<file path="src/rtl/ps_scan_pkg.sv">
// Shared types and helpers for the MMCM phase eye-scan controller.
// State encodings, pass reduction and window centring.
package ps_scan_pkg;

  localparam int MAX_CH = 32;
  localparam int MAX_PW = 16;

  typedef enum logic [3:0] {
    IDLE,
    SC_EVAL,
    SC_STEP,
    SC_WAIT,
    SC_SETTLE,
    CT_STEP,
    CT_WAIT,
    MAN_STEP,
    MAN_WAIT,
    FINISH
  } state_t;

  typedef enum logic [1:0] {
    SU_IDLE,
    SU_WAIT,
    SU_SETTLE
  } step_t;

  // Unused upper mask bits are 0, so they count as passing.
  function automatic logic all_pass(
    input logic [MAX_CH-1:0] ok,
    input logic [MAX_CH-1:0] mask
  );
    return &(ok | ~mask);
  endfunction

  function automatic logic [MAX_PW-1:0] win_centre(
    input logic [MAX_PW-1:0] start,
    input logic [MAX_PW-1:0] len
  );
    return start + (len >> 1);
  endfunction

endpackage

</file>
<file path="src/rtl/ps_eye_scan_ctrl_if.sv">
// Manual phase command channel from the control unit.
// valid/ready handshake carrying direction and step count.
interface ps_eye_scan_ctrl_if #(
  parameter int CMD_W = 4
) ();

  logic             cmd_valid;
  logic             cmd_ready;
  logic             cmd_inc;
  logic [CMD_W-1:0] cmd_steps;

  modport master (
    output cmd_valid, cmd_inc, cmd_steps,
    input  cmd_ready
  );

  modport slave (
    input  cmd_valid, cmd_inc, cmd_steps,
    output cmd_ready
  );

endinterface

</file>
<file path="src/rtl/ps_step_unit.sv">
// One MMCM phase step: PSEN pulse, PSDONE wait, optional settle.
// PS_TIMEOUT_EN adds a PSDONE watchdog reported on tmo.
module ps_step_unit
  import ps_scan_pkg::*;
#(
  parameter int SETTLE_CYC = 15,
  parameter int TMO_CYC    = 1023
) (
  input  logic clk,
  input  logic rst,
  input  logic start,
  input  logic dir,
  input  logic settle_en,
  input  logic abort,
  input  logic ps_done,
  output logic ps_en,
  output logic ps_incdec,
  output logic stepped,
  output logic settled,
  output logic tmo
);

  localparam int CNT_W = $clog2(SETTLE_CYC + TMO_CYC + 1);

  step_t            phase;
  logic [CNT_W-1:0] cnt;
  logic             settle_q;

  assign stepped = (phase == SU_WAIT) && ps_done;
  assign settled = (phase == SU_SETTLE) &&
                   (cnt == CNT_W'(SETTLE_CYC - 1));

`ifdef PS_TIMEOUT_EN
  assign tmo = (phase == SU_WAIT) && !ps_done &&
               (cnt == CNT_W'(TMO_CYC - 1));
`else
  assign tmo = 1'b0;
`endif

  // Pulse PSEN once per start, then track PSDONE and settle time.
  always_ff @(posedge clk or posedge rst) begin
    if (rst) begin
      phase     <= SU_IDLE;
      cnt       <= '0;
      settle_q  <= 1'b0;
      ps_en     <= 1'b0;
      ps_incdec <= 1'b0;
    end else begin
      ps_en     <= start;
      ps_incdec <= start & dir;
      if (abort) begin
        phase <= SU_IDLE;
      end else begin
        unique case (phase)
          SU_IDLE: begin
            if (start) begin
              phase    <= SU_WAIT;
              cnt      <= '0;
              settle_q <= settle_en;
            end
          end
          SU_WAIT: begin
            if (ps_done) begin
              phase <= settle_q ? SU_SETTLE : SU_IDLE;
              cnt   <= '0;
            end
`ifdef PS_TIMEOUT_EN
            else if (tmo) begin
              phase <= SU_IDLE;
            end else begin
              cnt <= cnt + 1'b1;
            end
`endif
          end
          SU_SETTLE: begin
            if (settled) phase <= SU_IDLE;
            else         cnt   <= cnt + 1'b1;
          end
          default: phase <= SU_IDLE;
        endcase
      end
    end
  end

endmodule

</file>
<file path="src/rtl/ps_eye_scan_ctrl.sv">
// MMCM fine-phase eye scan: sweep, find widest pass window, centre.
// Also runs manual inc/dec commands. PS_TIMEOUT_EN enables watchdog.
module ps_eye_scan_ctrl
  import ps_scan_pkg::*;
#(
  parameter int NCH        = 4,
  parameter int SCAN_STEPS = 64,
  parameter int POS_W      = 7,
  parameter int SETTLE_CYC = 15,
  parameter int CMD_W      = 4,
  parameter int TMO_CYC    = 1023
) (
  input  logic             clk,
  input  logic             rst,
  input  logic             mmcm_locked,
  input  logic             scan_start,
  input  logic [NCH-1:0]   ch_mask,
  input  logic [NCH-1:0]   ch_ok,
  ps_eye_scan_ctrl_if.slave cmd,
  output logic             ps_en,
  output logic             ps_incdec,
  input  logic             ps_done,
  output logic             busy,
  output logic             done,
  output logic             err,
  output logic [POS_W-1:0] win_start,
  output logic [POS_W-1:0] win_len,
  output logic [POS_W-1:0] pos
);

  state_t           state;
  logic [POS_W-1:0] run_start, run_len, tgt;
  logic [CMD_W-1:0] rem;
  logic             man_dir;

  logic             active, abort, accept, pass, better, last;
  logic [POS_W-1:0] run_len_n, run_start_n;
  logic [POS_W-1:0] best_len_n, best_start_n, tgt_n;
  logic             step_start, step_dir;
  logic             stepped, settled, tmo;

  assign active = (state != IDLE) && (state != FINISH);
  assign abort  = active && !mmcm_locked;
  assign busy   = (state != IDLE);
  assign done   = (state == FINISH);

  assign cmd.cmd_ready = (state == IDLE) && mmcm_locked && !scan_start;
  assign accept = cmd.cmd_valid && cmd.cmd_ready;

  assign pass = all_pass(MAX_CH'(ch_ok), MAX_CH'(ch_mask));
  assign run_len_n   = pass ? run_len + 1'b1 : '0;
  assign run_start_n = (pass && run_len == '0) ? pos : run_start;
  assign better       = run_len_n > win_len;
  assign best_len_n   = better ? run_len_n : win_len;
  assign best_start_n = better ? run_start_n : win_start;
  assign tgt_n = (best_len_n == '0) ? '0 :
    POS_W'(win_centre(MAX_PW'(best_start_n), MAX_PW'(best_len_n)));
  assign last = (pos == POS_W'(SCAN_STEPS - 1));

  assign step_start = mmcm_locked &&
    (state == SC_STEP || state == CT_STEP || state == MAN_STEP);
  assign step_dir = (state == SC_STEP) ||
    (state == MAN_STEP && man_dir);

  ps_step_unit #(
    .SETTLE_CYC (SETTLE_CYC),
    .TMO_CYC    (TMO_CYC)
  ) u_step (
    .clk       (clk),
    .rst       (rst),
    .start     (step_start),
    .dir       (step_dir),
    .settle_en (state == SC_STEP),
    .abort     (abort),
    .ps_done   (ps_done),
    .ps_en     (ps_en),
    .ps_incdec (ps_incdec),
    .stepped   (stepped),
    .settled   (settled),
    .tmo       (tmo)
  );

  // Sequencer: scan sweep, centring walk-back, manual steps, abort.
  always_ff @(posedge clk or posedge rst) begin
    if (rst) begin
      state     <= IDLE;
      pos       <= '0;
      err       <= 1'b0;
      win_start <= '0;
      win_len   <= '0;
      run_start <= '0;
      run_len   <= '0;
      tgt       <= '0;
      rem       <= '0;
      man_dir   <= 1'b0;
    end else if (abort || tmo) begin
      state <= FINISH;
      err   <= 1'b1;
    end else begin
      unique case (state)
        IDLE: begin
          if (scan_start && mmcm_locked) begin
            pos       <= '0;
            err       <= 1'b0;
            run_start <= '0;
            run_len   <= '0;
            win_start <= '0;
            win_len   <= '0;
            state     <= SC_EVAL;
          end else if (accept) begin
            err     <= 1'b0;
            rem     <= cmd.cmd_steps;
            man_dir <= cmd.cmd_inc;
            state   <= (cmd.cmd_steps == '0) ? FINISH : MAN_STEP;
          end
        end
        SC_EVAL: begin
          run_len   <= run_len_n;
          run_start <= run_start_n;
          win_len   <= best_len_n;
          win_start <= best_start_n;
          if (last) begin
            tgt   <= tgt_n;
            err   <= (best_len_n == '0);
            state <= (tgt_n == pos) ? FINISH : CT_STEP;
          end else begin
            state <= SC_STEP;
          end
        end
        SC_STEP: state <= SC_WAIT;
        SC_WAIT: begin
          if (stepped) begin
            pos   <= pos + 1'b1;
            state <= SC_SETTLE;
          end
        end
        SC_SETTLE: if (settled) state <= SC_EVAL;
        CT_STEP: state <= CT_WAIT;
        CT_WAIT: begin
          if (stepped) begin
            pos   <= pos - 1'b1;
            state <= (pos - 1'b1 == tgt) ? FINISH : CT_STEP;
          end
        end
        MAN_STEP: state <= MAN_WAIT;
        MAN_WAIT: begin
          if (stepped) begin
            pos   <= man_dir ? pos + 1'b1 : pos - 1'b1;
            rem   <= rem - 1'b1;
            state <= (rem == CMD_W'(1)) ? FINISH : MAN_STEP;
          end
        end
        FINISH: state <= IDLE;
        default: state <= IDLE;
      endcase
    end
  end

endmodule

</file>
<file path="src/flat_wrapper.sv">
// flat-port wrapper written by rule: the top's interface ports become plain ports
module ps_eye_scan_ctrl_flat import ps_scan_pkg::*;
#(
  parameter int NCH        = 4,
  parameter int SCAN_STEPS = 64,
  parameter int POS_W      = 7,
  parameter int SETTLE_CYC = 15,
  parameter int CMD_W      = 4,
  parameter int TMO_CYC    = 1023
)
  (clk, rst, mmcm_locked, scan_start, ch_mask, ch_ok, ps_en, ps_incdec, ps_done, busy, done, err, win_start, win_len, pos, cmd_cmd_valid, cmd_cmd_inc, cmd_cmd_steps, cmd_cmd_ready);
  ps_eye_scan_ctrl_if #(.CMD_W(CMD_W)) cmd_i ();
  input  logic clk;
  input  logic rst;
  input  logic mmcm_locked;
  input  logic scan_start;
  input  logic [NCH-1:0] ch_mask;
  input  logic [NCH-1:0] ch_ok;
  output logic ps_en;
  output logic ps_incdec;
  input  logic ps_done;
  output logic busy;
  output logic done;
  output logic err;
  output logic [POS_W-1:0] win_start;
  output logic [POS_W-1:0] win_len;
  output logic [POS_W-1:0] pos;
  input wire logic [$bits(cmd_i.cmd_valid)-1:0] cmd_cmd_valid;
  input wire logic [$bits(cmd_i.cmd_inc)-1:0] cmd_cmd_inc;
  input wire logic [$bits(cmd_i.cmd_steps)-1:0] cmd_cmd_steps;
  output wire logic [$bits(cmd_i.cmd_ready)-1:0] cmd_cmd_ready;
  assign cmd_i.cmd_valid = cmd_cmd_valid;
  assign cmd_i.cmd_inc = cmd_cmd_inc;
  assign cmd_i.cmd_steps = cmd_cmd_steps;
  assign cmd_cmd_ready = cmd_i.cmd_ready;
  ps_eye_scan_ctrl #(.NCH(NCH), .SCAN_STEPS(SCAN_STEPS), .POS_W(POS_W), .SETTLE_CYC(SETTLE_CYC), .CMD_W(CMD_W), .TMO_CYC(TMO_CYC)) u_core (.clk(clk), .rst(rst), .mmcm_locked(mmcm_locked), .scan_start(scan_start), .ch_mask(ch_mask), .ch_ok(ch_ok), .cmd(cmd_i), .ps_en(ps_en), .ps_incdec(ps_incdec), .ps_done(ps_done), .busy(busy), .done(done), .err(err), .win_start(win_start), .win_len(win_len), .pos(pos));
endmodule
</file>
<file path="config.mk">
export PLATFORM = sky130hd
export DESIGN_NAME = ps_eye_scan_ctrl_flat
export DESIGN_NICKNAME = d
export VERILOG_FILES = /design/src/rtl/ps_scan_pkg.sv /design/src/rtl/ps_eye_scan_ctrl_if.sv /design/src/rtl/ps_step_unit.sv /design/src/rtl/ps_eye_scan_ctrl.sv /design/src/flat_wrapper.sv
export SDC_FILE = /design/constraint.sdc
export NUM_CORES = 1
export LEC_CHECK = 0
export CAP_MARGIN = 20
export CORE_MARGIN = 4
export CORE_UTILIZATION = 50
export CTS_BUF_LIST = sky130_fd_sc_hd__clkbuf_4 sky130_fd_sc_hd__clkbuf_8
export DETAILED_ROUTE_END_ITERATION = 8
export GPL_TIMING_DRIVEN = 0
export MAX_ROUTING_LAYER = met4
export PLACE_DENSITY = 0.71
export SLEW_MARGIN = 0
export SYNTH_ARGS = -nofsm -noshare
export SYNTH_HDL_FRONTEND = slang
export SYNTH_HIERARCHICAL = 1
export SYNTH_SLANG_ARGS = --single-unit
</file>
<file path="constraint.sdc">
create_clock -name clk -period 10.4 [get_ports clk]
set_input_delay 2.08 -clock clk [delete_from_list [all_inputs] [get_ports clk]]
set_output_delay 2.08 -clock clk [all_outputs]
set_load 0.01 [all_outputs]
</file>
# --- Word-level counts from Yosys, hierarchy flattened ---
# Cells that the tools add are included.
word_totals:
  word_cells: 147
  ff_bits: 68
op_classes:
  n_lt_le_gt_ge: 1
  n_bitwise: 5
  reduce_logical: 38
  muxes: 47
  eq_ne: 35
  addsub: 6
ops:
  columns: ["operator", "n"]
  rows:
  - ["$mux 7", 10]
  - ["$mux 4", 15]
  - ["$pmux 7 s2", 4]
  - ["$pmux 4 s9", 1]
  - ["$mux 11", 3]
  - ["$pmux 11 s3", 1]
  - ["$not 4->32", 1]
  - ["$or 4x32->32", 1]
  - ["$reduce_and 32->1", 1]
  - ["$pmux 7 s4", 1]
  - ["$ne 3x1->1 const B", 6]
  - ["$eq 4x3->1 const B", 4]
  - ["$reduce_and 3->1", 5]
  - ["$reduce_and 5->1", 3]
  - ["$add 7x1->7 const B", 2]
  - ["$eq 7x7->1", 2]
  - ["$logic_not 7->1", 2]
  - ["$add 11x1->11 const B", 1]
  - ["$eq 11x4->1 const B", 1]
  - ["$logic_and 1x1->1", 11]
  - ["$mux 2", 5]
  - ["$ne 2x2->1 const B", 5]
  - ["$eq 4x1->1 const B", 2]
  - ["$eq 4x2->1 const B", 2]
  - ["other kinds (27)", 43]

# --- Longest topological paths before layout ---
# Gate-level depths: netlist of run 1.
depth:
  ltp_word: 13
  ltp_mapped: 22
  ltp_nobuf: 21

# --- By module ---
# The synthesis of run 1 kept the hierarchy.
by_module_without_submodules:
  columns: ["module", "seq_area_each_um2", "cells_per_inst", "n_inst", "area_per_inst_um2"]
  rows:
  - ["ps_eye_scan_ctrl", 1301.2, 481, 1, 4070.2]
  - ["ps_step_unit", 400.4, 94, 1, 882.1]

# --- Worst setup path after synthesis of run 1 ---
# OpenSTA, ideal clock, no wires.
synth_path:
  path_type: "in2reg"
  start: "input ch_ok[0]"
  end: "register u_core.state[3]"
  path_buffers: 1
  path_slack_ns: 3.924
  setup_ns: 0.119
  arrival_ns: 6.357
  stages: 19
  path_cell_list: "nand2b_1 o2111ai_4 a21oi_1 ha_1 nand4_1 or2_2 o21ai_0 clkbuf_1 mux2_2 fa_1 a21o_1 a221o_1 or3_1 a2111o_1 o311ai_2 nor2_2 a41oi_2 a21boi_2 o21ba_1"
synth_via:
  elab_chain_cells: 12
  word_cells_on_any_way: 16
synth_rtl:
  columns: ["element", "line", "rtl"]
  rows:
  - ["start: declaration", "flat_wrapper.sv:18", "input logic [NCH-1:0] ch_ok;"]
  - ["$or 4x32->32 *", "ps_scan_pkg.sv:32", "return &(ok | ~mask);"]
  - ["$reduce_and 32->1 *", "ps_scan_pkg.sv:32", null]
  - ["$mux 7 or $logic_and 1x1->1 (tied branches)", "ps_eye_scan_ctrl.sv:51, ps_eye_scan_ctrl.sv:52", null]
  - ["$gt 7x7->1 or $mux 7 (tied branches)", "ps_eye_scan_ctrl.sv:53, ps_eye_scan_ctrl.sv:52", null]
  - ["$mux 7 (on tied branches)", "ps_eye_scan_ctrl.sv:55, ps_eye_scan_ctrl.sv:54", null]
  - ["$add 7x6->7 or $logic_not 7->1 (tied branches)", "ps_scan_pkg.sv:39, ps_eye_scan_ctrl.sv:56", null]
  - ["$mux 7 *", "ps_eye_scan_ctrl.sv:56", "assign tgt_n = (best_len_n == '0) ? '0 :"]
  - ["$eq 7x7->1 *", "ps_eye_scan_ctrl.sv:125", "state <= (tgt_n == pos) ? FINISH : CT_STEP;"]
  - ["$mux 4 *", "ps_eye_scan_ctrl.sv:125", null]
  - ["$mux 4 *", "ps_eye_scan_ctrl.sv:122", "if (last) begin"]
  - ["$pmux 4 s9 *", "ps_eye_scan_ctrl.sv:100", "unique case (state)"]
  - ["$mux 4 *", "ps_eye_scan_ctrl.sv:96", "end else if (abort || tmo) begin"]
  - ["end signal: assignment", "ps_eye_scan_ctrl.sv:114", "state <= (cmd.cmd_steps == '0) ? FINISH : MAN_STEP;"]
  - ["end signal: assignment", "ps_eye_scan_ctrl.sv:125", null]
  - ["end signal: assignment", "ps_eye_scan_ctrl.sv:142", "state <= (pos - 1'b1 == tgt) ? FINISH : CT_STEP;"]
  - ["end: declaration", "ps_eye_scan_ctrl.sv:31", "state_t state;"]
# Mark *: on every way between the ends. The rest lies on a longest branch, timed or not.
# A chain may end at the register's enable or synchronous reset.

# --- Final worst setup path of run 1 ---
layout_path:
  start: "input ch_ok[3]"
  end: "register u_core.state[2]"
# The elaborated chain is that of the path after synthesis.

==> results of run 1 <==
## through the flow
stage / cells / hold WS [ns] / area [um2] / setup slack, ns / power (mW)
3_3_place_gp: 753 / 0.4815 / 5569 / 2.856 / 1.109
4_1_cts: 770 / 0.5067 / 5838 / 3.094 / 1.413
2_1_floorplan: 575 / 0.4458 / 4952 / 3.924 / 0.9240
3_5_place_dp: 754 / 0.4826 / 5589 / 2.736 / 1.132
6_report: 770 / 0.5055 / 5838 / 3.017 / 1.416
5_1_grt: 770 / 0.5271 / 5838 / 2.630 / 1.522
## per-layer routing
layer | share of wire, % | vias to the layer above | track usage, %
met5 | 0 | - | -
met2 | 49 | 122 | 38.37
li1 | - | 2231 | -
met3 | 4.3 | 20 | 3.659
met1 | 45 | 2284 | 31.16
met4 | 1.8 | 0 | 8.837
## synthesized netlist by cell type, drive strengths merged (8+ instances only)
| cell | count |
|---|---|
| a21oi | 29 |
| a22o | 23 |
| a31oi | 8 |
| and3 | 16 |
| buf | 10 |
| clkbuf | 20 |
| dfrtp | 68 |
| ha | 21 |
| inv | 23 |
| mux2i | 8 |
| nand2 | 55 |
| nand2b | 12 |
| nand3 | 20 |
| nor2 | 45 |
| nor3 | 18 |
| nor3b | 8 |
| nor4 | 9 |
| o21ai | 55 |
| o31ai | 8 |
| xnor2 | 15 |
## layout make-up
| type | count | area (um2) | area share (%) |
|---|---|---|---|
| flip-flops and latches | 68 | 1702 | 29.15 |
| inverters | 23 | 86.33 | 1.479 |
| repair buffers | 46 | 470.5 | 8.058 |
| clock buffers | 10 | 137.6 | 2.357 |
| clock inverters | 6 | 111.4 | 1.907 |
| plain buffers | 30 | 141.4 | 2.422 |
| multi-input cells | 454 | 3023 | 51.78 |
| well taps | 133 | 166.4 | 2.850 |
## worst max-delay path, stage by stage
cell	delay (ns)
clkdlybuf4s50_1	0.45
nand2b_1	0.16
o2111ai_4	0.24
a21oi_1	0.41
ha_1	0.21
nand4_1	0.17
or2_2	0.36
o21ai_0	0.16
clkbuf_1	0.43
o21ai_0	0.25
ha_1	0.29
fa_1	0.42
a21o_1	0.22
a221o_1	0.32
or3_1	0.32
a2111o_1	0.36
o311ai_2	0.14
nor3b_1	0.25
a21oi_1	0.09
a21boi_2	0.19
o21ai_1	0.09
## placed cells by master (no fill, tap or decap), drive strengths merged, types with 7 or more instances in the layout
cell type      count
nor3              18
and3              16
a31oi              8
nand2b            12
nand3             20
nand2             55
mux2i              8
nor4               9
a22o              23
a21oi             29
o21ai             55
buf               11
xnor2             15
mux2               7
clkbuf            30
clkdlybuf4s50     45
nor3b              8
dfrtp             68
o31ai              8
nor2              45
inv               23
and2               7
ha                21
xor2               7
## registers in the layout, indices dropped and copies added, names as in the netlist, 2 cells and up
register and cells:
u_core/win_start 7, u_core/pos 7, u_core/run_len 7, u_core/u_step/phase 2, u_core/run_start 7, u_core/state 4, u_core/tgt 7, u_core/win_len 7
u_core/rem 4, u_core/u_step/cnt 11
## cell families (layout without fill, tap and decap cells)
logic type / count (synthesis) / after routing
xor+xnor: 22 / 22
buf+inv: 53 / 115
simple gates: 221 / 221
mux: 15 / 15
compound gates: 173 / 173
other cells: 1 / 1
fa+ha+maj: 22 / 22
flops: 68 / 68
## worst max path at each step
stage             start                     endpoint  cells after the start
2_1_floorplan  ch_ok[0]  u_core/state[3]$_DFFE_PP0P_                     19
3_3_place_gp   ch_ok[0]  u_core/state[3]$_DFFE_PP0P_                     21
3_5_place_dp   ch_ok[3]  u_core/state[2]$_DFFE_PP0P_                     21
4_1_cts        ch_ok[3]  u_core/state[2]$_DFFE_PP0P_                     21
5_1_grt        ch_ok[2]  u_core/state[2]$_DFFE_PP0P_                     21
6_report       ch_ok[3]  u_core/state[2]$_DFFE_PP0P_                     21
## power breakdown
| group | total (mW) | internal (mW) | switching [mW] |
|---|---|---|---|
| logic | 0.795 | 0.323 | 0.473 |
| registers | 0.344 | 0.304 | 0.0400 |
| clock network | 0.277 | 0.166 | 0.111 |
==> flow_summary.ini, run 1 <==
[outcome]
status = finished clean

[cts]
cts_buffers = 9
clk_latency_ns = 0.36
cts_tree = yes
cts_root_buf = clkbuf_8
postCtsHoldBufs = 0
htreeDepth = 3
cts_resized = 0
cts_buffer_depth = 2
post-cts-setup-buffer-count = 0
path_clk_slew_ns = 0.07
cts.sinks = 68

[run]
cap_violations = 0

[cells_and_area]
layout.nets = 673
drive_above_1_share_pct = 8.634
num-fill-cells = 892
area_growth_pct = 17.89
fin_util_pct = 60.01
n_antenna_cell = 0

[drt]
routed_wirelength_um = 12980
vias = 4657
wl_per_cell_um = 16.85
firstDrtPassIters = 5
viasPerCell = 6.048
drc = 0
drt_iter0_drc = 277
antenna_left = 0

[timing]
rsz0062_at_grt = false
worst_pin_slew_ns = 0.9186
final_hold_viol_count = 0
slew_headroom_pct = 38.29
fmax_mhz = 135.5
fin_crit_sh_pct = 70.99
min_period_ns = 7.383
fin_worst_skew_ns = 0.01603
drv_slew = 0
setup_violations = 0
fin_setup_tns_ns = 0

[place]
gp_congestion = 0.9021
portBuffers = 45
hpwl_um = 9696

[logic_synthesis]
synth_seq_cells = 68
avgSynthCellArea_um2 = 8.613
yosys.area_share.adder_pct = 5.710
yosysTopAreaCellShare_pct = 34.36
synth_edf_count = 0
synth_flop_cell = dfrtp_1
yosysTopAreaCell = dfrtp_1
netlist_area_um2 = 4952
synth-xor-area-share_pct = 3.891
synth_top_family_by_area = compound AO/OA/AOI/OAI gates
synth_nets = 616
netlist_top_cells_area = dfrtp_1 34%, ha_1 5.3%, o21ai_0 5.3%, nand2_1 4.2%, a22o_1 3.9%
synthSimpleGateAreaFrac_pct = 23.40
synth.area.mux_share_pct = 3.209
ys_warn_count = 6
netlist_instances = 575
synth_seq_area_share_pct = 34.36
ys_async_sr_fraction_pct = 100.0
synth_cell_type_count = 81
synth_compound_area_share_pct = 24.76

[critical_path]
reg2reg_depth = 21
worst-r2r-setup-slack_ns = 4.44
cp-end-kind = register
r2r-start = u_core/run_len[0]$_DFFE_PP0P_
required_ns = 10.62
crit_type = input port to register
r2r-end = u_core/state[2]$_DFFE_PP0P_
timing.critical_path.from_type = input port
cp_max_fo = 10
cp.arrival_ns = 7.61

[die]
dieArea_um2 = 11560
io_pins = 46
coreArea_um2 = 9729
start_util_pct = 50.90
dieWidth_um = 107.5
rows = 36
die_h_um = 107.5

[worst_hold_path]
worstHoldStart = u_core/run_start[1]$_DFFE_PP0P_
hold_path_class = register to register
hold_depth = 1
whs_endpoint = u_core/run_start[1]$_DFFE_PP0P_

[grt]
grt_max_degree = 42
grt_usage_pct = 24.06
grt_pass1_vias = 4614
grt_overflow = 0
grt_pass1_wl_um = 22120
antenna_found_initial = 0

[power_and_ir_drop]
cellLeakagePower_nw = 2.423
ir_worst_vdd_mv = 0.1159
pwr_density_cell_nw_per_um2 = 242.6
Note: power is estimated with default switching activity, not from simulation.
==> run 2, diff against run 1 <==
- PLACE_DENSITY: 0.71 -> 0.74
- clock period: 10.4 -> 6.4 ns (I/O delays scaled with it)
==> run 2 against run 1 <==
  * Via count down 0.58%
  * Clock skew down 0.0091 ns
  * Setup slack worse by 2.7 ns
  * Largest power group unchanged
==> flow_summary.ini, run 2 (synthesized netlist as in run 1, its figures left out) <==
[timing]
fin_crit_sh_pct = 94.88
rsz0062_at_grt = false
min_period_ns = 6.072
slew_headroom_pct = 38.31
setup_violations = 0
fin_setup_tns_ns = 0
fmax_mhz = 164.7
fin_worst_skew_ns = 0.006934
whs_ns = 0.5020
final_hold_viol_count = 0
drv_slew = 0
worst_pin_slew_ns = 0.9182
layout_setup_ws_ns = 0.3278

[drt]
routed_wirelength_um = 12850
vias = 4630
firstDrtPassIters = 5
drc = 0
drt_iter0_drc = 277
wl_per_cell_um = 16.65
antenna_left = 0
viasPerCell = 5.997

[grt]
grt_usage_pct = 23.72
antenna_found_initial = 0
grt_pass1_wl_um = 21670
grt_max_degree = 37
grt_pass1_vias = 4505
grt_overflow = 0

[worst_hold_path]
hold_depth = 1
worstHoldStart = u_core/u_step/cnt[10]$_DFFE_PP0P_
hold_path_class = register to register
whs_endpoint = u_core/u_step/cnt[10]$_DFFE_PP0P_

[critical_path]
r2r-end = u_core/state[3]$_DFFE_PP0P_
cp.arrival_ns = 6.32
timing.critical_path.from_type = input port
r2r-start = u_core/run_len[0]$_DFFE_PP0P_
crit_type = input port to register
cp_max_fo = 10
worst-r2r-setup-slack_ns = 0.84
reg2reg_depth = 20
required_ns = 6.64
cp-end-kind = register

[die]
io_pins = 46
rows = 36
start_util_pct = 50.90
die_h_um = 107.5
dieArea_um2 = 11560
coreArea_um2 = 9729
dieWidth_um = 107.5

[cells_and_area]
n_antenna_cell = 0
layout.nets = 675
largest_register = u_core/u_step/cnt
final_common_cell = dfrtp_1
layout_common_cells = 68 x dfrtp_1, 55 x nand2_1, 51 x o21ai_0, 45 x clkdlybuf4s50_1, 41 x nor2_1
drive_above_1_share_pct = 9.859
largest_reg_flops = 11
area_growth_pct = 18.22

[place]
portBuffers = 45
place_ws_ns = -0.4929
hpwl_um = 9618
gp_congestion = 0.9244

[cts]
path_clk_slew_ns = 0.07
cts.sinks = 68
clk_latency_ns = 0.35
cts_buffers = 9
cts_root_buf = clkbuf_8
cts_buffer_depth = 2
htreeDepth = 3
cts_tree = yes

[power_and_ir_drop]
pwr_density_cell_nw_per_um2 = 388.6
ir_worst_vdd_mv = 0.2287
cellLeakagePower_nw = 2.429
finalPower_mw = 2.275

[outcome]
status = finished clean

[run]
cap_violations = 0
-- run 2: cell count changes in the layout (fill, tap and decap cells not counted) --
cell,before,now
a21oi_1,28,26
a21oi_2,0,1
a21oi_4,1,2
buf_2,4,5
buf_4,2,4
bufinv_16,3,2
clkbuf_1,19,17
clkbuf_4,0,3
clkinv_4,1,0
nor2_1,43,41
nor2_2,1,3
o21ai_0,52,51
o21ai_1,3,4
-- run 2: routing by layer --
metal | up-vias | GRT usage (%) | share of wire [%]
li1 | 2234 | - | -
met3 | 17 | 3.539 | 4.8
met1 | 2235 | 31.44 | 45
met2 | 144 | 38.06 | 49
met4 | 0 | 6.673 | 1.4
met5 | - | - | 0
-- run 2: worst max path at each step --
stage,start,end,slack [ns]
2_1_floorplan,ch_ok[0],u_core/state[3]$_DFFE_PP0P_,0.72
3_3_place_gp,ch_ok[0],u_core/state[3]$_DFFE_PP0P_,-0.37
3_5_place_dp,ch_ok[0],u_core/state[3]$_DFFE_PP0P_,-0.49
4_1_cts,ch_ok[0],u_core/state[3]$_DFFE_PP0P_,0.09
5_1_grt,ch_mask[1],u_core/state[3]$_DFFE_PP0P_,0.02
6_report,ch_mask[1],u_core/state[3]$_DFFE_PP0P_,0.33
-- run 2: final cells by class --
cell class	instances	area (um2)
fill	886	3875
tap	133	166.4
multi-input combinational	454	3043
clock buffer	12	152.6
inverter	23	86.33
clock inverter	4	72.57
sequential	68	1702
buffer	30	146.4
timing repair buffer	48	485.5
-- run 2: where the power goes --
part | switching [mW] | internal (mW)
sequential | 0.0670 | 0.494
clock | 0.171 | 0.238
combinational | 0.769 | 0.535
-- run 2: what timing repair did --
action                                  in CTS  in global routing
gates cloned                                 0                  0
endpoints found under the hold margin        0                  0
pin swaps                                    0                  1
gates resized for setup                      2                  9
setup buffers                                0                  2
endpoints found under the setup margin       2                  2
hold buffers                                 0                  0
-- run 2: through the flow --
| stage | util, % | area, um2 | instances |
|---|---|---|---|
| 5_1_grt | 60.17 | 5854 | 772 |
| 6_report | 60.17 | 5854 | 772 |
| 4_1_cts | 59.79 | 5817 | 770 |
| 3_5_place_dp | 57.45 | 5589 | 754 |
| 3_3_place_gp | 57.24 | 5569 | 753 |
| 2_1_floorplan | - | 4952 | 575 |
-- run 2: worst max-delay path, cell delays in order --
cell	delay (ns)
clkdlybuf4s50_1	0.47
inv_2	0.05
o2111ai_4	0.34
nor2_2	0.13
ha_1	0.32
nand4_1	0.16
or2_2	0.36
o21ai_1	0.13
buf_2	0.26
mux2_2	0.41
fa_1	0.46
a21o_1	0.21
a221o_1	0.33
or3_1	0.31
a2111o_1	0.37
o311ai_2	0.14
nor2_2	0.08
a41oi_2	0.22
a21boi_2	0.09
o21ba_1	0.18
